`src/rtl/lsu_align.sv`:
```
// lsu_align: load/store alignment unit between the core datapath and the
// data-memory port. It turns byte/half/word/double accesses at any byte
// address into bus-word-aligned beats with byte-lane masks, and splits an
// access that crosses a bus-word boundary into two beats separated by one
// idle cycle. Loads return sign- or zero-extended data, or an error.
//
// Ports:
//   clock, reset              single clock, synchronous active-high reset
//   req_valid/req_ready       core request handshake (ready only in IDLE)
//   req_wen, req_addr,        store flag, byte address,
//   req_size, req_signed,     size code (0 B, 1 H, 2 W, 3 D), sign-extend flag,
//   req_wdata                 right-justified store data
//   resp_valid/err/rdata      one-cycle completion pulse with status and data
//   mem_reqValid, mem_addr,   bus request level and aligned address,
//   mem_wen, mem_wdata,       store beat flag, lane-positioned data,
//   mem_wmask                 byte enables (zero on loads)
//   mem_respValid, mem_rdata  one-cycle bus completion with the full bus word
module lsu_align #(
    parameter int XLEN           = 32,
    parameter bit MISALIGN_SPLIT = 1'b1
) (
    input  logic            clock,
    input  logic            reset,
    input  logic            req_valid,
    output logic            req_ready,
    input  logic            req_wen,
    input  logic [XLEN-1:0] req_addr,
    input  logic [1:0]      req_size,
    input  logic            req_signed,
    input  logic [XLEN-1:0] req_wdata,
    output logic            resp_valid,
    output logic            resp_err,
    output logic [XLEN-1:0] resp_rdata,
    output logic            mem_reqValid,
    output logic [XLEN-1:0] mem_addr,
    output logic            mem_wen,
    output logic [XLEN-1:0] mem_wdata,
    output logic [XLEN/8-1:0] mem_wmask,
    input  logic            mem_respValid,
    input  logic [XLEN-1:0] mem_rdata
);

    localparam int B  = XLEN / 8;
    localparam int OB = $clog2(B);

    typedef enum logic [2:0] {IDLE, BEAT0, GAP, BEAT1, DONE} state_e;

    // Byte-lane mask across two bus words: n ones shifted up by the offset.
    function automatic logic [2*B-1:0] lane_mask(input logic [OB-1:0] off,
                                                 input logic [1:0]    size);
        logic [2*B-1:0] ones;
        ones = '0;
        for (int i = 0; i < 2 * B; i++) begin
            if (i < (1 << size)) ones[i] = 1'b1;
        end
        return ones << off;
    endfunction

    // Right-justify the addressed bytes of {hi, lo} and extend to XLEN.
    // The field is pushed to the top and shifted back down, arithmetically
    // when signed; a field as wide as XLEN gets a zero shift (no extension).
    function automatic logic [XLEN-1:0] load_extend(input logic [2*XLEN-1:0] pair,
                                                    input logic [OB-1:0]     off,
                                                    input logic [1:0]        size,
                                                    input logic              sgn);
        logic [2*XLEN-1:0]      sh;
        logic [XLEN-1:0]        up;
        logic signed [XLEN-1:0] tmp;
        logic [XLEN-1:0]        res;
        int                     nbits;
        int                     amt;
        sh    = pair >> {off, 3'b000};
        nbits = 8 << size;
        amt   = (nbits >= XLEN) ? 0 : XLEN - nbits;
        up    = sh[XLEN-1:0] << amt;
        if (sgn) begin
            tmp = $signed(up);
            tmp = tmp >>> amt;
            res = tmp;
        end else begin
            res = up >> amt;
        end
        return res;
    endfunction

    // Transaction state and latched request fields
    state_e            state_q, state_d;
    logic              wen_q, wen_d;
    logic              sgn_q, sgn_d;
    logic [1:0]        size_q, size_d;
    logic [OB-1:0]     off_q, off_d;
    logic              split_q, split_d;
    logic              err_q, err_d;
    logic [XLEN-1:0]   base_q, base_d;
    logic [2*XLEN-1:0] wdata2_q, wdata2_d;
    logic [2*B-1:0]    mask2_q, mask2_d;
    logic [XLEN-1:0]   lo_q, lo_d;
    logic [XLEN-1:0]   hi_q, hi_d;

    // Registered outputs
    logic              req_ready_q, req_ready_d;
    logic              resp_valid_q, resp_valid_d;
    logic              resp_err_q, resp_err_d;
    logic [XLEN-1:0]   resp_rdata_q, resp_rdata_d;
    logic              mem_reqValid_q, mem_reqValid_d;
    logic [XLEN-1:0]   mem_addr_q, mem_addr_d;
    logic              mem_wen_q, mem_wen_d;
    logic [XLEN-1:0]   mem_wdata_q, mem_wdata_d;
    logic [B-1:0]      mem_wmask_q, mem_wmask_d;

    logic              req_split;

    // Split when the access runs past the end of the bus word.
    always_comb begin
        req_split = (int'(req_addr[OB-1:0]) + (1 << req_size)) > B;
    end

    // Next-state logic
    always_comb begin
        state_d  = state_q;
        wen_d    = wen_q;
        sgn_d    = sgn_q;
        size_d   = size_q;
        off_d    = off_q;
        split_d  = split_q;
        err_d    = err_q;
        base_d   = base_q;
        wdata2_d = wdata2_q;
        mask2_d  = mask2_q;
        lo_d     = lo_q;
        hi_d     = hi_q;

        case (state_q)
            IDLE: begin
                if (req_valid) begin
                    wen_d    = req_wen;
                    sgn_d    = req_signed;
                    size_d   = req_size;
                    off_d    = req_addr[OB-1:0];
                    split_d  = req_split;
                    base_d   = {req_addr[XLEN-1:OB], {OB{1'b0}}};
                    wdata2_d = {{XLEN{1'b0}}, req_wdata} << {req_addr[OB-1:0], 3'b000};
                    mask2_d  = lane_mask(req_addr[OB-1:0], req_size);
                    lo_d     = '0;
                    hi_d     = '0;
                    err_d    = (req_size == 2'd3 && XLEN == 32) ||
                               (req_split && !MISALIGN_SPLIT);
                    state_d  = err_d ? DONE : BEAT0;
                end
            end
            BEAT0: begin
                if (mem_respValid) begin
                    lo_d    = mem_rdata;
                    state_d = split_q ? GAP : DONE;
                end
            end
            GAP: state_d = BEAT1;
            BEAT1: begin
                if (mem_respValid) begin
                    hi_d    = mem_rdata;
                    state_d = DONE;
                end
            end
            DONE: state_d = IDLE;
            default: state_d = IDLE;
        endcase
    end

    // Output next values, derived from the next state so every output is a flop
    always_comb begin
        req_ready_d    = (state_d == IDLE);
        resp_valid_d   = (state_d == DONE);
        resp_err_d     = (state_d == DONE) && err_d;
        resp_rdata_d   = '0;
        mem_reqValid_d = 1'b0;
        mem_addr_d     = '0;
        mem_wen_d      = 1'b0;
        mem_wdata_d    = '0;
        mem_wmask_d    = '0;

        if (state_d == DONE && !err_d && !wen_d) begin
            resp_rdata_d = load_extend({hi_d, lo_d}, off_d, size_d, sgn_d);
        end

        if (state_d == BEAT0) begin
            mem_reqValid_d = 1'b1;
            mem_addr_d     = base_d;
            mem_wen_d      = wen_d;
            if (wen_d) begin
                mem_wdata_d = wdata2_d[XLEN-1:0];
                mem_wmask_d = mask2_d[B-1:0];
            end
        end else if (state_d == BEAT1) begin
            mem_reqValid_d = 1'b1;
            mem_addr_d     = base_d + XLEN'(B);
            mem_wen_d      = wen_d;
            if (wen_d) begin
                mem_wdata_d = wdata2_d[2*XLEN-1:XLEN];
                mem_wmask_d = mask2_d[2*B-1:B];
            end
        end
    end

    // Stage boundary: all state and outputs
    always_ff @(posedge clock) begin
        if (reset) begin
            state_q        <= IDLE;
            wen_q          <= 1'b0;
            sgn_q          <= 1'b0;
            size_q         <= '0;
            off_q          <= '0;
            split_q        <= 1'b0;
            err_q          <= 1'b0;
            base_q         <= '0;
            wdata2_q       <= '0;
            mask2_q        <= '0;
            lo_q           <= '0;
            hi_q           <= '0;
            req_ready_q    <= 1'b1;
            resp_valid_q   <= 1'b0;
            resp_err_q     <= 1'b0;
            resp_rdata_q   <= '0;
            mem_reqValid_q <= 1'b0;
            mem_addr_q     <= '0;
            mem_wen_q      <= 1'b0;
            mem_wdata_q    <= '0;
            mem_wmask_q    <= '0;
        end else begin
            state_q        <= state_d;
            wen_q          <= wen_d;
            sgn_q          <= sgn_d;
            size_q         <= size_d;
            off_q          <= off_d;
            split_q        <= split_d;
            err_q          <= err_d;
            base_q         <= base_d;
            wdata2_q       <= wdata2_d;
            mask2_q        <= mask2_d;
            lo_q           <= lo_d;
            hi_q           <= hi_d;
            req_ready_q    <= req_ready_d;
            resp_valid_q   <= resp_valid_d;
            resp_err_q     <= resp_err_d;
            resp_rdata_q   <= resp_rdata_d;
            mem_reqValid_q <= mem_reqValid_d;
            mem_addr_q     <= mem_addr_d;
            mem_wen_q      <= mem_wen_d;
            mem_wdata_q    <= mem_wdata_d;
            mem_wmask_q    <= mem_wmask_d;
        end
    end

    assign req_ready    = req_ready_q;
    assign resp_valid   = resp_valid_q;
    assign resp_err     = resp_err_q;
    assign resp_rdata   = resp_rdata_q;
    assign mem_reqValid = mem_reqValid_q;
    assign mem_addr     = mem_addr_q;
    assign mem_wen      = mem_wen_q;
    assign mem_wdata    = mem_wdata_q;
    assign mem_wmask    = mem_wmask_q;

endmodule

```
`config.mk`:
```
export PLATFORM = sky130hd
export DESIGN_NAME = lsu_align
export DESIGN_NICKNAME = d
export VERILOG_FILES = /design/src/rtl/lsu_align.sv
export SDC_FILE = /design/constraint.sdc
export NUM_CORES = 1
export LEC_CHECK = 0
export BUFFER_PORTS_ARGS = -buffer_cell sky130_fd_sc_hd__buf_2
export CAP_MARGIN = 20
export CORE_ASPECT_RATIO = 0.5
export CORE_UTILIZATION = 60
export DETAILED_ROUTE_END_ITERATION = 10
export GPL_ROUTABILITY_DRIVEN = 1
export PLACE_DENSITY = 0.86
export SYNTH_ARGS = -nofsm -noshare
export SYNTH_HDL_FRONTEND = slang
export SYNTH_SLANG_ARGS = --single-unit
```
`constraint.sdc`:
```
create_clock -name clock -period 6.5 [get_ports clock]
set_input_delay 0.65 -clock clock [delete_from_list [all_inputs] [get_ports clock]]
set_output_delay 0.65 -clock clock [all_outputs]
set_load 0.05 [all_outputs]
```
==> metrics.cfg <==
[worst_hold_path]
worstHoldPathType=in -> reg
hold_path_end=sgn_q
hold_start=req_signed
hold_depth=3

[floorplanning]
rows=34
start_util_pct=63.0
ios=209
coreArea_sq_um=17900
die_x_um=196
die-area_sq_um=19300
die_h_um=98.8

[setup_path]
end_kind=register
crit_type=reg -> reg
cp_max_fo=70
critical_path_required_ps=6930
reg2reg_slack_ps=2580
reg2regPathDepth=9
cp.arrival_ps=4350
start_kind=register
r2r-end=mem_addr[28]
reg2reg_from=state_q[0]

[logic_synthesis]
synth_seq_cells=276
synth_fp_nets=1329
yosysWarnings=0
yosys.area_share.xor_xnor_pct=1.71
synth_top_family_by_area=compound AO/OA/AOI/OAI gates
synthAdderAreaFrac_pct=0.511
ys_types=56
syn_area_per_cell_sq_um=9.22
synth_edf_count=0
synth_compound_area_share_pct=18.9
ys_seq_area_share_pct=49.1
synth_area_sq_um=11300
synth-async-reset-ratio_pct=0
synthFlopType=dfxtp_1
synthMuxAreaShare_pct=9.55
yosys.area_share.simple_pct=16.2
syn_inst=1221

[cts]
insertion_delay_ps=530
cts_buffers=24
postCtsSetupRepairBufs=0
cts_root_buf=clkbuf_16
cts_hold_buf=0
cts_tree=built
cts_max_path_buffers=3
clkSlewWorstSetupHoldPaths_ps=70
htreeDepth=1
cts.sinks=276
cts.repair.resized=0

[timing]
clock.fmax_ghz=0.255
tightest_slew_ps=995
finalSetupViolations=0
min_period_ps=3920
final_max_slew_viol_count=0
fin_crit_sh_pct=60.4
rsz0062_at_grt=no
relSlewSlack_pct=33.4
timing.setup.tns_ps=0
fin_skew_ps=14.5
final-hold-violation-count=0

[finish]
multiInputGateArea_sq_um=5330
area_growth_pct=16.7
n_antenna_cell=0
fill_cells=1339
fin_util_pct=73.5
fin_nets=1473
drive_gt1_share_pct=20.5
seq_area_sq_um=5530

[flow_run]
drv_cap=0

[grt]
grt_pass1_wl_um=49600
first_global_vias=9630
track_usage_pct=32.0
antenna_found_initial=0
overflow=0
grt_max_degree=82

[drt]
vias=10100
wire_per_inst_um=19.5
viasPerCell=6.25
drt-total-wl_um=31600
drt_iter0_drc=960
ant_nets=0
drcViolationCount=0
drtPass1Iterations=7

[placed_design]
port_buffers=208
dp_hpwl_um=20600
gp_congestion=0.916

[power_and_ir_drop]
cellLeakagePower_uw=0.00561
ir_drop_mv=0.234
power_uw=3820
power_density_nw_per_um2=291

[run_status]
status=finished, final reports clean

metrics by stage:
| step | setup WS, ps | hold slack [ps] | std cells | cell area (sq um) |
|---|---|---|---|---|
| finish | 2580 | 390 | 1616 | 13100 |
| global route | 2400 | 389 | 1616 | 13100 |
| CTS | 2690 | 366 | 1616 | 13100 |
| floorplan | 2970 | 420 | 1221 | 11300 |
| detailed placement | 2490 | 436 | 1573 | 12300 |
| global placement | 2680 | 434 | 1573 | 12300 |
report_power, final:
part / switching (uW) / total (uW) / internal (uW)
logic: 379 / 556 / 177
registers: 30.3 / 1790 / 1760
clock network: 635 / 1470 / 836
total: 1050 / 3820 / 2770
logic make-up after synthesis:
group	count (synthesis)
AND/OR/NAND/NOR	397
multiplexers	106
buffers and inverters	116
XOR/XNOR	22
AO/OA/AOI/OAI	300
adder cells (fa/ha/maj)	4
flip-flops	276
worst max-delay path by stage:
stage | slack, ps | end | start | cells after the start
after CTS | 2690 | mem_addr[28] | state_q[0] | 9
final | 2580 | mem_addr[28] | state_q[0] | 9
after global placement | 2680 | mem_addr[30] | req_valid | 10
after floorplan | 2970 | mem_addr[22] | req_valid | 13
after detailed placement | 2490 | mem_addr[28] | req_valid | 10
after global routing | 2400 | mem_addr[30] | state_q[0] | 9
layer usage:
| layer | GRT usage (%) | share of wire [%] |
|---|---|---|
| met5 | 0 | 0 |
| met4 | 11.9 | 3.5 |
| met3 | 6.37 | 8.5 |
| met2 | 53.6 | 47 |
| met1 | 41.2 | 41 |
critical path, stage by stage (launching register included):
cell	delay, ps
dfxtp_1	450
nor4b_4	490
buf_4	770
mux2i_1	280
inv_1	110
ha_1	170
o211ai_1	390
nor4b_1	750
a21oi_1	140
o21a_1	210
placed cells by master, fill, tap and decap left out, types with 4 or more instances in the layout:
cell,count
a22oi_1,54
mux2i_1,93
and3_1,7
nor2_1,174
or3_1,8
a2111oi_0,5
a211o_1,5
a211oi_1,37
dfxtp_1,276
nand3_1,41
mux2_2,11
a21oi_1,56
nand2b_1,5
o211ai_1,20
nor4_1,7
buf_2,207
nor3_1,35
nand4_1,7
nor2b_1,4
xnor2_1,7
o21ai_0,37
a221oi_1,25
a31oi_1,4
nor3b_1,5
clkinv_2,7
inv_1,12
clkbuf_16,25
xor2_1,15
and2_1,14
o21bai_1,4
buf_4,15
nand3b_1,4
a22o_1,36
clkbuf_1,5
nand2_1,70
state kept, by name (all words and copies together), names as in the netlist, 3 cells and up:
signal      cells
base_q         32
hi_q           24
lo_q           32
mask2_q         8
mem_addr       32
mem_wdata      32
mem_wmask       4
resp_rdata     32
state_q         3
wdata2_q       64
synthesized netlist by cell type, types with 5 or more instances:
cell type | n | area (sq um)
a22oi_1 | 54 | 405
nor3b_1 | 5 | 37.5
and3_1 | 7 | 43.8
inv_1 | 12 | 45.0
a2111oi_0 | 5 | 43.8
mux2_2 | 11 | 124
mux2i_1 | 95 | 951
nor4_1 | 7 | 43.8
buf_1 | 10 | 37.5
o21ai_0 | 37 | 185
nor3_1 | 35 | 175
nand4_1 | 7 | 43.8
buf_2 | 15 | 75.1
a221oi_1 | 25 | 219
o211ai_1 | 20 | 150
a211o_1 | 5 | 43.8
nor2_1 | 177 | 664
nand2b_1 | 5 | 31.3
nand3_1 | 41 | 205
xnor2_1 | 7 | 61.3
clkbuf_1 | 78 | 293
a22o_1 | 36 | 315
a21oi_1 | 56 | 280
nand2_1 | 70 | 263
and2_1 | 14 | 87.6
a211oi_1 | 37 | 278
or3_1 | 8 | 50.1
dfxtp_1 | 276 | 5530
xor2_1 | 15 | 131
area by class of cell:
cell class / count / area share [%]
Inverter: 12 / 0.343
Multi-Input combinational cell: 829 / 40.5
Timing Repair Buffer: 222 / 8.74
Clock buffer: 31 / 5.01
Clock inverter: 12 / 1.07
Sequential cell: 276 / 42.1
Tap cell: 234 / 2.23
(Power assumes the default switching activity.)
